File: src/rtl/fpu_mant_mult.sv
// Iterative 24x24 unsigned mantissa multiplier feeding the FPU's mult_result input.
// Retires BITS_PER_CYCLE bits of opb's mantissa per cycle with a start/busy/valid handshake.
module fpu_mant_mult #(
  parameter int unsigned BITS_PER_CYCLE = 4
) (
  input  logic        clk,
  input  logic        rst,
  input  logic [31:0] opa,
  input  logic [31:0] opb,
  input  logic        new_input,
  input  logic        flush,
  output logic [47:0] mult_result,
  output logic        mult_valid,
  output logic        mult_busy
);

  localparam int unsigned MAN_W  = 24;
  localparam int unsigned PROD_W = 48;
  localparam int unsigned ITER   = MAN_W / BITS_PER_CYCLE;
  localparam int unsigned CNT_W  = (ITER > 1) ? $clog2(ITER) : 1;
  localparam logic [CNT_W-1:0] LAST_CNT = CNT_W'(ITER - 1);

  if ((BITS_PER_CYCLE == 0) || (MAN_W % BITS_PER_CYCLE != 0)) begin : g_bad_param
    $error("fpu_mant_mult: BITS_PER_CYCLE must divide 24");
  end

  typedef enum logic [1:0] {
    IDLE = 2'd0,
    RUN  = 2'd1,
    DONE = 2'd2
  } state_t;

  state_t              state;
  logic [MAN_W-1:0]    man_a;
  logic [MAN_W-1:0]    man_b;
  logic [PROD_W-1:0]   acc;
  logic [CNT_W-1:0]    cnt;

  logic [MAN_W-1:0]          man_a_c;
  logic [MAN_W-1:0]          man_b_c;
  logic                      accept_c;
  int unsigned               shamt_c;
  logic [BITS_PER_CYCLE-1:0] digit_c;
  logic [PROD_W-1:0]         partial_c;
  logic [PROD_W-1:0]         acc_sum_c;
  logic                      unused_sign;

  // Hidden bit is set for any nonzero exponent, so Inf/NaN are treated as normals.
  function automatic logic [MAN_W-1:0] mantissa(input logic [30:0] f);
    return {(f[30:23] != 8'd0), f[22:0]};
  endfunction

  assign man_a_c     = mantissa(opa[30:0]);
  assign man_b_c     = mantissa(opb[30:0]);
  assign unused_sign = opa[31] ^ opb[31];
  assign accept_c    = new_input && !flush;
  assign mult_busy   = (state == RUN);

  // One radix-2^B digit of man_b times man_a, aligned to its weight.
  always_comb begin
    shamt_c   = 32'(cnt) * BITS_PER_CYCLE;
    digit_c   = BITS_PER_CYCLE'(man_b >> shamt_c);
    partial_c = (PROD_W'(man_a) * PROD_W'(digit_c)) << shamt_c;
    acc_sum_c = acc + partial_c;
  end

  always_ff @(posedge clk) begin
    if (rst) begin
      state       <= IDLE;
      man_a       <= '0;
      man_b       <= '0;
      acc         <= '0;
      cnt         <= '0;
      mult_result <= '0;
      mult_valid  <= 1'b0;
    end else begin
      mult_valid <= 1'b0;
      case (state)
        // DONE behaves like IDLE for acceptance, allowing gap-free restarts.
        IDLE, DONE: begin
          if (accept_c) begin
            man_a <= man_a_c;
            man_b <= man_b_c;
            acc   <= '0;
            cnt   <= '0;
            state <= RUN;
          end else begin
            state <= IDLE;
          end
        end
        RUN: begin
          if (flush) begin
            state <= IDLE;
          end else begin
            acc <= acc_sum_c;
            cnt <= cnt + CNT_W'(1);
            if (cnt == LAST_CNT) begin
              mult_result <= acc_sum_c;
              mult_valid  <= 1'b1;
              state       <= DONE;
            end
          end
        end
        default: state <= IDLE;
      endcase
    end
  end

endmodule

File: config.mk
export PLATFORM = sky130hd
export DESIGN_NAME = fpu_mant_mult
export DESIGN_NICKNAME = d
export VERILOG_FILES = /design/src/rtl/fpu_mant_mult.sv
export SDC_FILE = /design/constraint.sdc
export NUM_CORES = 1
export LEC_CHECK = 0
export CAP_MARGIN = 30
export CELL_PAD_IN_SITES_DETAIL_PLACEMENT = 1
export CELL_PAD_IN_SITES_GLOBAL_PLACEMENT = 1
export CORE_UTILIZATION = 39
export DETAILED_ROUTE_END_ITERATION = 8
export PLACE_DENSITY_LB_ADDON = 0.3
export SYNTH_ARGS = -nofsm -noshare
export SYNTH_HDL_FRONTEND = slang
export SYNTH_SLANG_ARGS = --single-unit
export TNS_END_PERCENT = 30
File: constraint.sdc
create_clock -name clk -period 8.34 [get_ports clk]
set_input_delay 0.834 -clock clk [delete_from_list [all_inputs] [get_ports clk]]
set_output_delay 0.834 -clock clk [all_outputs]
set_load 0.005 [all_outputs]
==> metrics.md <==
| Metric | Value |
|---|---|
| Status | finished, final reports clean |
| WP buf/inv | 7 |
| #FFs+latches synth | 150 |
| Synth warn | 0 |
| Via Count | 11,500 |
| Number of global-route vias before repair | 11,700 |
| Worst path top cell family by delay | compound AO/OA/AOI/OAI gates |
| Max FO, Critical Path | 12 |
| Layout cell share with drive strength beyond 1 | 0.0700 |
| Fin nets | 1,896 |
| R2R Path End | acc[41]$_SDFFE_PP0P_ |
| Post-synthesis net count | 1,799 |
| DRT Wirelength | 38.3 mm |
| Power density over cell area | 122 nW/um2 |
| Setup violators final | 0 |
| Die area | 31,800 um2 |
| Worst Reg-to-Reg Cells | 33 |
| WL per Instance | 18.1 um |
| Initial DRC Count | 564 |
| Diode count | 0 |
| Detail Placement HPWL | 28.8 mm |
| Area growth, synth to finish | 20.2% |
| DR pass1 iterations | 5 |
| Worst EP arrival | 8.32 ns |
| Chip width | 178 um |
| EDFF count, synth | 0 |
| Worst VDD drop | 133 uV |
| # DRC | 0 |
| Required time of the critical path | 8.65 ns |
| Crit start category | register |
| Dominant synthesized flop cell | dfxtp_1 |
| Dominant cell type by area after synthesis | dfxtp_1 |
| Yosys cell types | 72 |
| Register area share after synthesis | 0.248 |
| DR vias/cell | 5.47 |
| Asr flop ratio synth | 0 |
| Die height | 178 um |
| Antenna Violating Nets Remaining | 0 |
| Most common cell on crit path | buf_4 |
| Initial Util | 0.397 |
| CP Depth | 33 |
| Worst Setup SP | cnt[0]$_SDFFE_PP0P_ |
| Largest net degree at the start of global routing | 95 |
| Hold Crit Class | reg2reg |
| Clk_lat worst skew | 0.44 ns |
| DP Worst Slack | 0.116 ns |
| Critical path's slowest cell | mux4_2 |
| CTS Buf Count | 17 |
| Worst-Margin Slew | 0.955 ns |
| Final Worst Setup Slack | 0.332 ns |
| Synth area leaders | dfxtp_1 (25%), ha_1 (8.4%), nand2_1 (8.1%) |
| Worst slew margin | 0.363 |
| Setup crit end | acc[41]$_SDFFE_PP0P_ |
| Core area | 30,600 um2 |
| Initial antenna violation count | 0 |
| Final Hold Viols | 0 |
| Setup crit end kind | register |
| FF-to-FF Start | cnt[0]$_SDFFE_PP0P_ |
| Total GRT Usage | 0.243 |
| Mapped cell area | 12,100 um2 |
| Max stage delay on crit path | 0.57 ns |
| TritonCTS Sinks | 150 |
| Htree depth | 4 |
| Synth top area share | 0.248 |
| Area of the multi-input gates | 8430 um2 |
| Tmin final | 8.01 ns |
| Achievable Freq | 0.125 GHz |
| I/O pins | 118 |
| Worst reg-to-reg setup slack | 0.33 ns |
| Clk buf depth | 2 |
| Clock root buffer | clkbuf_16 |
| Syn Inst Count | 1,605 |
| CTS tree | yes |
| Maxcap violations | 0 |
| Fillcell total | 3,748 |
| Setup CP Type | reg2reg |
| Syn Area/Cell | 7.56 um2 |
| Site Rows | 64 |
| Worst-path clk slew | 0.07 ns |
| Final clock skew | 0.0135 ns |
| Post-route clock period utilization | 0.960 |
| FF+latch area | 3010 um2 |
| Routability cong. | 0.891 |
| Most frequent cell after synthesis | nand2_1 |
| Total grt overflow | 0 |
| Top cells by count, synth | nand2_1 (263), a21oi_1 (170), dfxtp_1 (150) |
| Final Slew Violations | 0 |
| Post-layout util | 0.477 |
| First-pass GRT wire length | 61.2 mm |
| P_leak | 0.00618 uW |
| Hold Buf Count CTS | 0 |
| Port bufs | 115 |
flip-flops by register name, indices dropped and copies added, names as in the netlist:
register and cells:
man_a 24, man_b 24, mult_result 48, cnt 3
acc 48, mult_valid 1, state 2
tightest hold or removal path, cell delays in order, from the launching register on:
cell and delay (ns):
dfxtp_1 0.31, nand2_1 0.05, a21oi_1 0.05
routing by layer:
metal,share of wire,global-route usage,wire length [um],up-vias
met5,0,0,0,-
met4,0.022,0.0809,825,0
met3,0.031,0.0292,1180,49
met2,0.47,0.404,18000,210
met1,0.48,0.323,18300,5565
li1,-,-,-,5719
layout by cell type, fill, tap and decap left out, types with 52 or more instances in the layout:
cell type	n
a21oi_1	166
buf_4	52
clkdlybuf4s50_1	114
dfxtp_1	148
ha_1	80
inv_1	111
nand2_1	263
nor2_1	107
nor2b_1	68
o21ai_0	60
stage by stage:
stage / setup TNS [ns] / area, um2 / hold slack (ns) / instances / power (uW)
5_1_grt: -0.00912 / 14600 / 0.476 / 2111 / 1850
3_5_place_dp: 0 / 13900 / 0.448 / 2074 / 931
6_report: 0 / 14600 / 0.456 / 2111 / 1780
4_1_cts: 0 / 14500 / 0.458 / 2106 / 1800
2_1_floorplan: 0 / 12100 / 0.433 / 1605 / 853
3_3_place_gp: 0 / 13800 / 0.439 / 2073 / 925
what timing repair did:
item | in CTS | in global routing
endpoints found under the setup margin | 0 | 37
resized for setup | 0 | 15
setup buffers | 0 | 4
worst min-delay path by stage:
stage | from | endpoint | slack [ns] | cells after the start
6_report | mult_result[11]$_SDFFE_PP0P_ | mult_result[11]$_SDFFE_PP0P_ | 0.46 | 2
5_1_grt | man_b[9]$_SDFFE_PP0P_ | man_b[9]$_SDFFE_PP0P_ | 0.48 | 2
4_1_cts | mult_result[11]$_SDFFE_PP0P_ | mult_result[11]$_SDFFE_PP0P_ | 0.46 | 2
3_5_place_dp | mult_result[11]$_SDFFE_PP0P_ | mult_result[11]$_SDFFE_PP0P_ | 0.45 | 2
3_3_place_gp | man_b[2]$_SDFFE_PP0P_ | man_b[2]$_SDFFE_PP0P_ | 0.44 | 2
2_1_floorplan | man_b[10]$_SDFFE_PP0P_ | man_b[10]$_SDFFE_PP0P_ | 0.43 | 2
cells by family (layout without fill, tap and decap cells):
group           Yosys count  count (layout)  share of synthesized area
compound gates          432             432                      0.224
xor+xnor                 62              62                     0.0448
fa+ha+maj               126             126                      0.158
buf+inv                 205             315                     0.0635
flops                   150             150                      0.248
mux                      32              32                     0.0308
simple gates            598             598                      0.232
power by group:
group / leakage, uW / internal [uW] / switching [uW]
registers: 0.00121 / 728 / 11.3
clock network: 0.000300 / 485 / 378
logic: 0.00467 / 76.1 / 102
total: 0.00618 / 1290 / 492
cell type report:
type / instances / share of cell area
clock buffers: 17 / 0.0292
clock inverters: 15 / 0.0142
inverters: 113 / 0.0291
multi-input cells: 1250 / 0.578
flip-flops and latches: 150 / 0.206
well taps: 396 / 0.0340
repair buffers: 170 / 0.109
(Power assumes the default switching activity.)
